==> config.mk <==
export PLATFORM = sky130hd
export DESIGN_NAME = lcd_controller_flat
export DESIGN_NICKNAME = d
export VERILOG_FILES = /design/src/rtl/lcd_controller_pkg.sv /design/src/rtl/lcd_controller_if.sv /design/src/rtl/lcd_controller_sync_fifo.sv /design/src/rtl/lcd_controller.sv /design/src/flat_wrapper.sv
export SDC_FILE = /design/constraint.sdc
export NUM_CORES = 1
export LEC_CHECK = 0
export ABC_AREA = 1
export BUFFER_PORTS_ARGS = -buffer_cell sky130_fd_sc_hd__clkbuf_2
export CORE_AREA = 3 3 135 150
export DETAILED_ROUTE_END_ITERATION = 6
export DIE_AREA = 0 0 138 153
export GPL_ROUTABILITY_DRIVEN = 0
export PLACE_DENSITY = 0.63
export SLEW_MARGIN = 10
export SYNTH_ARGS = -nofsm -noshare
export SYNTH_HDL_FRONTEND = slang
export SYNTH_SLANG_ARGS = --single-unit
==> constraint.sdc <==
create_clock -name clk -period 2 [get_ports clk]
set_input_delay 0.5 -clock clk [delete_from_list [all_inputs] [get_ports clk]]
set_output_delay 0.5 -clock clk [all_outputs]
set_load 0.02 [all_outputs]
==> src/rtl/lcd_controller_pkg.sv <==
// Shared types and constants for the HD44780 character-LCD writer.
// The FSM state list covers both the fixed-wait build and the LCD_BUSY_POLL_EN build.
package lcd_pkg;

  typedef enum logic [2:0] {
    IDLE,
    SETUP,
    EN_HI,
    HOLD,
    WAIT,
    BF_SETUP,
    BF_EN,
    BF_HOLD
  } lcd_state_t;

  localparam logic [1:0] REG_CMD    = 2'd0;
  localparam logic [1:0] REG_DATA   = 2'd1;
  localparam logic [1:0] REG_STATUS = 2'd2;
  localparam logic [1:0] REG_CTRL   = 2'd3;

  localparam int STAT_FULL  = 0;
  localparam int STAT_EMPTY = 1;
  localparam int STAT_BUSY  = 2;
  localparam int STAT_OVF   = 3;

  function automatic int max2(input int a, input int b);
    return (a > b) ? a : b;
  endfunction

  // Down-counter width able to hold (max_load - 1); never narrower than one bit.
  function automatic int cnt_width(input int max_load);
    return (max_load > 1) ? $clog2(max_load) : 1;
  endfunction

endpackage

==> src/rtl/lcd_controller_if.sv <==
// CPU-side bus of the LCD writer: chip select, direction, register select and data.
interface lcd_controller_if;
  logic       chip_en;
  logic       write_en;
  logic [1:0] register_select;
  logic [7:0] data_in;
  logic [7:0] data_out;

  modport master (
    output chip_en, write_en, register_select, data_in,
    input  data_out
  );

  modport slave (
    input  chip_en, write_en, register_select, data_in,
    output data_out
  );
endinterface

==> src/rtl/lcd_controller_sync_fifo.sv <==
// Single-clock show-ahead FIFO with wrap-bit pointers; a pop frees a slot for a same-cycle push.
module sync_fifo #(
  parameter int WIDTH = 9,
  parameter int DEPTH = 16
) (
  input  logic             clk,
  input  logic             reset_n,
  input  logic             i_push,
  input  logic [WIDTH-1:0] i_din,
  input  logic             i_pop,
  output logic             o_full,
  output logic             o_empty,
  output logic [WIDTH-1:0] o_dout
);
  localparam int AW = $clog2(DEPTH);

  logic [WIDTH-1:0] r_mem [DEPTH];
  logic [AW:0]      r_wr_ptr;
  logic [AW:0]      r_rd_ptr;
  logic             w_do_push;
  logic             w_do_pop;

  assign o_empty   = (r_wr_ptr == r_rd_ptr);
  assign o_full    = (r_wr_ptr[AW] != r_rd_ptr[AW]) &&
                     (r_wr_ptr[AW-1:0] == r_rd_ptr[AW-1:0]);
  assign w_do_pop  = i_pop && !o_empty;
  assign w_do_push = i_push && (!o_full || w_do_pop);
  assign o_dout    = r_mem[r_rd_ptr[AW-1:0]];

  // Pointer advance; contents are discarded on reset by clearing both pointers.
  always_ff @(posedge clk or negedge reset_n) begin
    if (!reset_n) begin
      r_wr_ptr <= '0;
      r_rd_ptr <= '0;
    end else begin
      if (w_do_push) r_wr_ptr <= r_wr_ptr + 1'b1;
      if (w_do_pop)  r_rd_ptr <= r_rd_ptr + 1'b1;
    end
  end

  // Storage write; no reset needed since empty/full come from the pointers.
  always_ff @(posedge clk) begin
    if (w_do_push) r_mem[r_wr_ptr[AW-1:0]] <= i_din;
  end
endmodule

==> src/rtl/lcd_controller.sv <==
// Memory-mapped HD44780 writer: CPU bytes queue in a FIFO and are replayed onto
// the LCD pins with EN setup/pulse/hold timing. Define LCD_BUSY_POLL_EN to poll
// the busy flag (DB7) after each byte instead of waiting a fixed time.
module lcd_controller
  import lcd_pkg::*;
#(
  parameter int FIFO_DEPTH   = 16,
  parameter int SETUP_CYCLES = 2,
  parameter int EN_CYCLES    = 12,
  parameter int HOLD_CYCLES  = 2,
  parameter int WAIT_CYCLES  = 2000
) (
  input  logic             clk,
  input  logic             reset_n,
  lcd_controller_if.slave  bus,
  output logic [7:0]       lcd_data_out,
  input  logic [7:0]       lcd_data_in,
  output logic             lcd_data_oe,
  output logic             lcd_en,
  output logic             lcd_rs,
  output logic             lcd_rw,
  output logic             lcd_on,
  output logic             lcd_blon
);
  localparam int PULSE_MAX = max2(max2(SETUP_CYCLES, EN_CYCLES), HOLD_CYCLES);
`ifdef LCD_BUSY_POLL_EN
  localparam int MAX_LD = PULSE_MAX;
  localparam int unused_wait_cycles = WAIT_CYCLES;
`else
  localparam int MAX_LD = max2(PULSE_MAX, 40 * WAIT_CYCLES);
`endif
  localparam int CNT_W = cnt_width(MAX_LD);
  localparam logic [CNT_W-1:0] LD_SETUP = CNT_W'(SETUP_CYCLES - 1);
  localparam logic [CNT_W-1:0] LD_EN    = CNT_W'(EN_CYCLES - 1);
  localparam logic [CNT_W-1:0] LD_HOLD  = CNT_W'(HOLD_CYCLES - 1);

  lcd_state_t       r_state, w_state_nxt;
  logic [CNT_W-1:0] r_cnt, w_cnt_nxt;
  logic             w_cnt_zero;
  logic             r_rs;
  logic [7:0]       r_byte;
  logic             r_ovf;
  logic [1:0]       r_ctrl;
  logic             w_wr, w_push, w_pop, w_drop, w_stat_rd;
  logic             w_full, w_empty;
  logic [8:0]       w_din, w_dout;
  logic             w_unused;

  assign w_unused   = ^lcd_data_in;
  assign w_wr       = bus.chip_en && bus.write_en;
  assign w_push     = w_wr && ((bus.register_select == REG_CMD) || (bus.register_select == REG_DATA));
  assign w_din      = {(bus.register_select == REG_DATA), bus.data_in};
  assign w_drop     = w_push && w_full && !w_pop;
  assign w_stat_rd  = bus.chip_en && !bus.write_en && (bus.register_select == REG_STATUS);
  assign w_cnt_zero = (r_cnt == '0);

`ifdef LCD_BUSY_POLL_EN
  logic r_bf;
`else
  localparam logic [CNT_W-1:0] LD_WAIT      = CNT_W'(WAIT_CYCLES - 1);
  localparam logic [CNT_W-1:0] LD_WAIT_LONG = CNT_W'(40 * WAIT_CYCLES - 1);
  logic w_long_wait;
  // Clear-display and return-home need the long settle time.
  assign w_long_wait = !r_rs && ((r_byte == 8'h01) || (r_byte == 8'h02));
`endif

  sync_fifo #(.WIDTH(9), .DEPTH(FIFO_DEPTH)) u_fifo (
    .clk     (clk),
    .reset_n (reset_n),
    .i_push  (w_push),
    .i_din   (w_din),
    .i_pop   (w_pop),
    .o_full  (w_full),
    .o_empty (w_empty),
    .o_dout  (w_dout)
  );

  // FSM state, phase counter and the latched in-flight byte.
  always_ff @(posedge clk or negedge reset_n) begin
    if (!reset_n) begin
      r_state <= IDLE;
      r_cnt   <= '0;
      r_rs    <= 1'b0;
      r_byte  <= 8'h00;
`ifdef LCD_BUSY_POLL_EN
      r_bf    <= 1'b0;
`endif
    end else begin
      r_state <= w_state_nxt;
      r_cnt   <= w_cnt_nxt;
      if (w_pop) {r_rs, r_byte} <= w_dout;
`ifdef LCD_BUSY_POLL_EN
      if ((r_state == BF_EN) && w_cnt_zero) r_bf <= lcd_data_in[7];
`endif
    end
  end

  // Next-state and counter reload: each timed phase ends when the counter reaches zero.
  always_comb begin
    w_state_nxt = r_state;
    w_cnt_nxt   = w_cnt_zero ? r_cnt : r_cnt - 1'b1;
    w_pop       = 1'b0;
    unique case (r_state)
      IDLE: if (!w_empty) begin
        w_pop       = 1'b1;
        w_state_nxt = SETUP;
        w_cnt_nxt   = LD_SETUP;
      end
      SETUP: if (w_cnt_zero) begin
        w_state_nxt = EN_HI;
        w_cnt_nxt   = LD_EN;
      end
      EN_HI: if (w_cnt_zero) begin
        w_state_nxt = HOLD;
        w_cnt_nxt   = LD_HOLD;
      end
`ifdef LCD_BUSY_POLL_EN
      HOLD: if (w_cnt_zero) begin
        w_state_nxt = BF_SETUP;
        w_cnt_nxt   = LD_SETUP;
      end
      BF_SETUP: if (w_cnt_zero) begin
        w_state_nxt = BF_EN;
        w_cnt_nxt   = LD_EN;
      end
      BF_EN: if (w_cnt_zero) begin
        w_state_nxt = BF_HOLD;
        w_cnt_nxt   = LD_HOLD;
      end
      BF_HOLD: if (w_cnt_zero) begin
        w_state_nxt = r_bf ? BF_SETUP : IDLE;
        w_cnt_nxt   = LD_SETUP;
      end
`else
      HOLD: if (w_cnt_zero) begin
        w_state_nxt = WAIT;
        w_cnt_nxt   = w_long_wait ? LD_WAIT_LONG : LD_WAIT;
      end
      WAIT: if (w_cnt_zero) begin
        w_state_nxt = IDLE;
      end
`endif
      default: w_state_nxt = IDLE;
    endcase
  end

  // Pin decode from state; EN only in the pulse phases, busy-flag reads release DB.
  always_comb begin
    lcd_en       = (r_state == EN_HI) || (r_state == BF_EN);
    lcd_rs       = r_rs;
    lcd_rw       = 1'b0;
    lcd_data_oe  = 1'b1;
    lcd_data_out = r_byte;
    if ((r_state == BF_SETUP) || (r_state == BF_EN) || (r_state == BF_HOLD)) begin
      lcd_rs      = 1'b0;
      lcd_rw      = 1'b1;
      lcd_data_oe = 1'b0;
    end
  end

  // Sticky overflow (cleared by a STATUS read) and the CTRL register.
  always_ff @(posedge clk or negedge reset_n) begin
    if (!reset_n) begin
      r_ovf  <= 1'b0;
      r_ctrl <= 2'b00;
    end else begin
      if (w_drop)         r_ovf <= 1'b1;
      else if (w_stat_rd) r_ovf <= 1'b0;
      if (w_wr && (bus.register_select == REG_CTRL)) r_ctrl <= bus.data_in[1:0];
    end
  end

  assign lcd_on   = r_ctrl[0];
  assign lcd_blon = r_ctrl[1];

  // CPU read mux, combinational from register_select.
  always_comb begin
    bus.data_out = 8'h00;
    case (bus.register_select)
      REG_STATUS: begin
        bus.data_out[STAT_FULL]  = w_full;
        bus.data_out[STAT_EMPTY] = w_empty;
        bus.data_out[STAT_BUSY]  = (r_state != IDLE);
        bus.data_out[STAT_OVF]   = r_ovf;
      end
      REG_CTRL: bus.data_out = {6'b0, r_ctrl};
      default:  bus.data_out = 8'h00;
    endcase
  end
endmodule

==> src/flat_wrapper.sv <==
// flat-port wrapper written by rule: the top's interface ports become plain ports
module lcd_controller_flat import lcd_pkg::*;
#(
  parameter int FIFO_DEPTH   = 16,
  parameter int SETUP_CYCLES = 2,
  parameter int EN_CYCLES    = 12,
  parameter int HOLD_CYCLES  = 2,
  parameter int WAIT_CYCLES  = 2000
)
  (clk, reset_n, lcd_data_out, lcd_data_in, lcd_data_oe, lcd_en, lcd_rs, lcd_rw, lcd_on, lcd_blon, bus_chip_en, bus_write_en, bus_register_select, bus_data_in, bus_data_out);
  lcd_controller_if bus_i ();
  input  logic clk;
  input  logic reset_n;
  output logic [7:0] lcd_data_out;
  input  logic [7:0] lcd_data_in;
  output logic lcd_data_oe;
  output logic lcd_en;
  output logic lcd_rs;
  output logic lcd_rw;
  output logic lcd_on;
  output logic lcd_blon;
  input wire logic [$bits(bus_i.chip_en)-1:0] bus_chip_en;
  input wire logic [$bits(bus_i.write_en)-1:0] bus_write_en;
  input wire logic [$bits(bus_i.register_select)-1:0] bus_register_select;
  input wire logic [$bits(bus_i.data_in)-1:0] bus_data_in;
  output wire logic [$bits(bus_i.data_out)-1:0] bus_data_out;
  assign bus_i.chip_en = bus_chip_en;
  assign bus_i.write_en = bus_write_en;
  assign bus_i.register_select = bus_register_select;
  assign bus_i.data_in = bus_data_in;
  assign bus_data_out = bus_i.data_out;
  lcd_controller #(.FIFO_DEPTH(FIFO_DEPTH), .SETUP_CYCLES(SETUP_CYCLES), .EN_CYCLES(EN_CYCLES), .HOLD_CYCLES(HOLD_CYCLES), .WAIT_CYCLES(WAIT_CYCLES)) u_core (.clk(clk), .reset_n(reset_n), .bus(bus_i), .lcd_data_out(lcd_data_out), .lcd_data_in(lcd_data_in), .lcd_data_oe(lcd_data_oe), .lcd_en(lcd_en), .lcd_rs(lcd_rs), .lcd_rw(lcd_rw), .lcd_on(lcd_on), .lcd_blon(lcd_blon));
endmodule
---- Yosys cells after proc, flatten, opt, wreduce, memory -nomap -nowiden ----
Memories as Yosys holds them, arrays and structs flattened. A register that Yosys moved wholly into a read port is not among the register bits.
Index checks and enable logic that the tools add are counted.
operators by class
  $add $sub $neg .......................... 3
  eq/ne operators ......................... 20
  multiplexer cells ....................... 23
  reductions and logical operators ........ 29
operators by type and width
  operator                                                               number
  17-bit 2-to-1 mux                                                      6
  17-bit case mux with 4 select lines                                    1
  17-bit logical NOT                                                     1
  17-bit by 1-bit subtractor with 17-bit output (second input constant)  1
  3-bit 2-to-1 mux                                                       5
  3-bit case mux with 5 select lines                                     1
  3-bit == test (second input constant)                                  4
  1-bit logical AND                                                      11
  5-bit by 1-bit adder with 5-bit output (second input constant)         2
  1-bit 2-to-1 mux                                                       9
  8-bit by 1-bit == test with 1-bit output (second input constant)       1
  8-bit by 2-bit == test with 1-bit output (second input constant)       1
  2-bit by 1-bit != test with 1-bit output (second input constant)       4
  4-bit case mux with 2 select lines                                     1
  3-bit by 2-bit == test with 1-bit output (second input constant)       2
  1-bit logical NOT                                                      6
  1-bit logical OR                                                       6
  5-bit == test                                                          1
  5-bit AND reduction                                                    1
  2-bit == test (second input constant)                                  2
  4-bit == test                                                          1
  3-bit by 1-bit == test with 1-bit output (second input constant)       1
  3-bit logical NOT                                                      1
  3-bit nonzero test                                                     1
  other kinds (5)                                                        5
storage, ports and cells
  register bits after elaboration ......... 33
  bits in writable memories ............... 144
  input port bits ......................... 22
  logic and storage cells ................. 82
  memories ................................ 1
memory list
  memory               depth  width  read ports  clocked after Yosys merged registers in  write ports  line                            text
  u_core.u_fifo.r_mem  16     9      1           1                                        1            lcd_controller_sync_fifo.sv:17  logic [WIDTH-1:0] r_mem [DEPTH];

---- Depth between registers and ports, before layout ----
  word-level depth ........................ 8
  depth in mapped cells ................... 13

---- Hierarchy ----
From an unflattened synthesis, not the netlist that was laid out.
second synthesis, totals
  cells, all modules ...................... 840
  area total of the unflattened synthesis .. 8469.4 um^2
modules (own cells, without submodules)
  module          times used  cells each  area each (um^2)
  sync_fifo       1           560         6452.4
  lcd_controller  1           280         2016.9

---- Least setup slack after synthesis ----
No wires, ideal clock.
  kind .................................... input-to-reg
  from .................................... in bus_write_en
  to ...................................... mem u_core.u_fifo.r_mem[7][0], enable pin
  arrival time ............................ 1723 ps
  required time ........................... 1626 ps
  path slack .............................. -97 ps
  stages on the path ...................... 6
  path buffers ............................ 0
  cell sequence ........................... inv_1 > nor3_1 > inv_1 > a21oi_4 > nand2_4 > nor2_1
on the way
  longest elaborated chain between the ends .. 5
ends and longest elaborated chain
  what                                    line                            text
  from (decl)                             flat_wrapper.sv:23              input wire logic [$bits(bus_i.write_en)-1:0] bus_write_en;
  1-bit logical AND                       lcd_controller.sv:50            assign w_wr = bus.chip_en && bus.write_en;
  1-bit logical AND                       lcd_controller.sv:51            assign w_push = w_wr && ((bus.register_select == REG_CMD) || (bus.register_select == REG_DATA));
  1-bit logical AND                       lcd_controller_sync_fifo.sv:27  assign w_do_push = i_push && (!o_full || w_do_pop);
  1-bit 2-to-1 mux                        lcd_controller_sync_fifo.sv:43  if (w_do_push) r_mem[r_wr_ptr[AW-1:0]] <= i_din;
  1-bit 2-to-1 mux (not written as such)  lcd_controller_sync_fifo.sv:43
  to (decl)                               lcd_controller_sync_fifo.sv:17
Every way passes these cells.

---- Final worst setup path ----
  from .................................... reg u_core.u_fifo.r_rd_ptr[2]
  to ...................................... out bus_data_out[0]
on the way
  longest elaborated chain between the ends .. 3
ends and longest elaborated chain
  what                                line                            text
  from (decl)                         lcd_controller_sync_fifo.sv:19  logic [AW:0] r_rd_ptr;
  from (signal assigned)              lcd_controller_sync_fifo.sv:37  if (w_do_pop) r_rd_ptr <= r_rd_ptr + 1'b1;
  4-bit == test                       lcd_controller_sync_fifo.sv:25  (r_wr_ptr[AW-1:0] == r_rd_ptr[AW-1:0]);
  1-bit logical AND                   lcd_controller_sync_fifo.sv:24  assign o_full = (r_wr_ptr[AW] != r_rd_ptr[AW]) &&
  4-bit case mux with 2 select lines  lcd_controller.sv:179           case (bus.register_select)
  to (decl)                           flat_wrapper.sv:26              output wire logic [$bits(bus_i.data_out)-1:0] bus_data_out;
Every way passes these cells.

==> run summary <==
Status = complete, but fails checks
Failing checks = negative setup slack
Post-synth top area share = 51.4%
Drc violations = 0
Sink Count = 186
Pre-antenna DRT Iters = 5
Global route overflow = 0
Nets = 920
Largest net degree at the start of global routing = 74
Core Box Area = 19000 um^2
RSZ-0062 raised after global routing = true
Total Routing Usage GR = 18.1%
Worst skew pair latency = 430 ps
Asr flop ratio synth = 22.6%
Synth cell count leaders = 194 x nor2_1, 144 x edfxtp_1, 114 x nand2_1
Setup slack after layout = -154 ps
Die Y = 153 um
Syn avg cell area = 10.3 um^2
Initial antenna violation count = 0
Filler cell count = 1706
Mapped cell area = 8420 um^2
Crit path time final = 2150 ps
Total power = 8.80 mW
IO buf count = 31
Yosys warns = 0
Reg clk slew, reported paths = 70 ps
Clock Skew = 8.44 ps
CP Data Arrival Time = 1650 ps
Fraction of layout cells with a size suffix above 1 = 18.6%
Max-slew violations = 0
Cell Area, Placed = 9090 um^2
CTS tree = built
Diode count = 0
CTS Hold Buffers Added = 0
Ranking of synthesized cells by area = edfxtp_1 51%, dfrtp_1 12%, nor2_1 8.6%, o21ai_0 5.6%, nand2_1 5.1%
Post-synthesis sequential area ratio = 63.8%
Fin area = 9850 um^2
Leading register cell type out of synthesis = edfxtp_1
Horiz. Die Dim = 138 um
Fmax = 0.464 GHz
Peak supply drop = 632 uV
Leading area contributor after synthesis = edfxtp_1
Site Rows = 53
Ports = 44
Max Fanout on Critical Path = 3
DRT iter0 DRCs = 333
Die area = 21100 um^2
CTS max path bufs = 2
Multi-input gate area = 2730 um^2
Endpoints failing setup = 2
FF+latch count, synth = 186
Sequential cell area = 5380 um^2
First-pass GRT wire length = 29.9 mm
CTS HTree Levels = 4
P_leak = 3.75 nW
Average wire per standard cell = 16.5 um
Type of destination of the critical path = output pin
Critical path class = flip-flop to output pin
Power per cell area = 893 nW/um^2
Initial Util = 44.4%
CP Launch Type = flip-flop
Final hold vios = 0
Total wire length = 19.0 mm
Via density = 5.10
Vias in the first global route = 5731
Most common cell in the netlist = nor2_1
Cell variety after synth = 37
Hold Crit Class = primary input to async pin
Required time worst endpoint = 1500 ps
Final period utilization = 108%
Non-filler instance count after layout = 1150
Vias = 5863
TritonCTS buffer count = 17
Root Driver = clkbuf_16
EDFF count, synth = 144
Post-detail-place hpwl = 12.1 mm
Hold_ws = 14.3 ps
ANT nets after route = 0
DP Cell Count = 1107
Synth-to-Final Area Change = 17.0%
Max cap viols = 0
Cells after Synth = 814
-- kinds of logic (layout without fill, tap and decap cells) --
| kind of cell | count (synthesis) | in the layout | share of synthesized area, % |
|---|---|---|---|
| AOI/OAI and AO/OA | 146 | 146 | 9.57 |
| buffers and inverters | 83 | 169 | 4.46 |
| DFF | 186 | 186 | 63.8 |
| adders and majority gates | 8 | 8 | 1.19 |
| xor gates and xnor gates | 15 | 15 | 1.65 |
| other | 1 | 4 | 0.0445 |
| and+or+nand+nor | 375 | 375 | 19.2 |
-- final cells by class --
class,count,area share (%)
clock buffers,17,4.32
clock inverters,15,1.87
inverters,49,1.87
multi-input cells,548,27.7
flip-flops and latches,186,54.6
well taps,247,3.14
repair buffers,88,6.48
-- registers in the layout, summed over array words and instances, names as in the netlist --
signal and cells:
u_core.lcd_data_out 8, u_core.u_fifo.r_mem 144, u_core.r_ovf 1, u_core.r_state 3, u_core.r_rs 1, u_core.r_ctrl 2, u_core.r_cnt 17, u_core.u_fifo.r_wr_ptr 5
u_core.u_fifo.r_rd_ptr 5
-- repair_timing --
action / CTS / global route
pin swaps: 4 / 2
setup buffers: 9 / 2
resized for setup: 9 / 12
endpoints found under the setup margin: 3 / 7
-- power by group --
group	internal, mW	switching, mW	leakage (nW)
Combinational	0.387	0.597	1.68
Sequential	4.30	0.0705	1.79
Clock	1.90	1.55	0.287
Total	6.58	2.22	3.75
-- path summary, 6_finish.rpt --
kind,endpoint,start,slack (ps),depth (start not counted)
worst max-delay path,bus_data_out[0],u_core.u_fifo.r_rd_ptr[2]$_DFFE_PN0P_,-150,7
worst min-delay path,u_core.r_cnt[0]$_DFF_PN0_,reset_n,10,1
worst max register to register,u_core.u_fifo.r_mem[3][2]$_DFFE_PP_,u_core.u_fifo.r_wr_ptr[4]$_DFFE_PN0P_,110,8
max in group asynchronous,u_core.u_fifo.r_rd_ptr[1]$_DFFE_PN0P_,reset_n,1460,2
worst min register to register,u_core.r_rs$_DFFE_PN0P_,u_core.r_rs$_DFFE_PN0P_,540,2
min in group clk,u_core.r_ovf$_DFFE_PN0P_,bus_write_en,390,3
-- worst max-delay path, stage by stage, from the launching register on --
cell     delay (ps)
dfrtp_1         380
inv_1            60
nand2_1          70
nand2_2          60
nor2_4          190
nand2_4          90
o32ai_4         220
buf_6           150
-- per-layer routing --
| layer | GRT usage, % | routed length, um | share of wire [%] |
|---|---|---|---|
| met1 | 23.6 | 8530 | 45 |
| met2 | 30.1 | 9210 | 49 |
| met3 | 3.13 | 739 | 3.9 |
| met4 | 7.53 | 497 | 2.6 |
| met5 | 0 | 0 | 0 |
-- through the flow --
stage / worst slack [ps] / utilization (%) / TNS, ps
3_3_place_gp: -8.18 / 47.9 / -47.3
2_1_floorplan: -96.8 / - / -13050
6_report: -154 / 51.9 / -237
3_5_place_dp: -20.8 / 47.9 / -516
4_1_cts: -190 / 51.7 / -283
5_1_grt: -249 / 51.9 / -433
-- cell usage in the layout (no fill, tap or decap), drive strengths merged --
cell,netlist,final
o22ai,2,2
nor3,7,7
ha,8,8
a31o,1,1
clkbuf,13,46
xor2,9,9
a21boi,1,1
inv,48,55
buf,21,59
nand3,28,28
bufinv,0,2
nor2,203,203
nand3b,5,5
o211ai,19,19
clkinvlp,0,4
o32ai,1,1
edfxtp,144,144
conb,1,4
clkinv,1,3
a21oi,20,20
nand2,126,126
nand4,6,6
xnor2,6,6
dfrtp,42,42
o21ai,102,102
(Power assumes the default switching activity.)
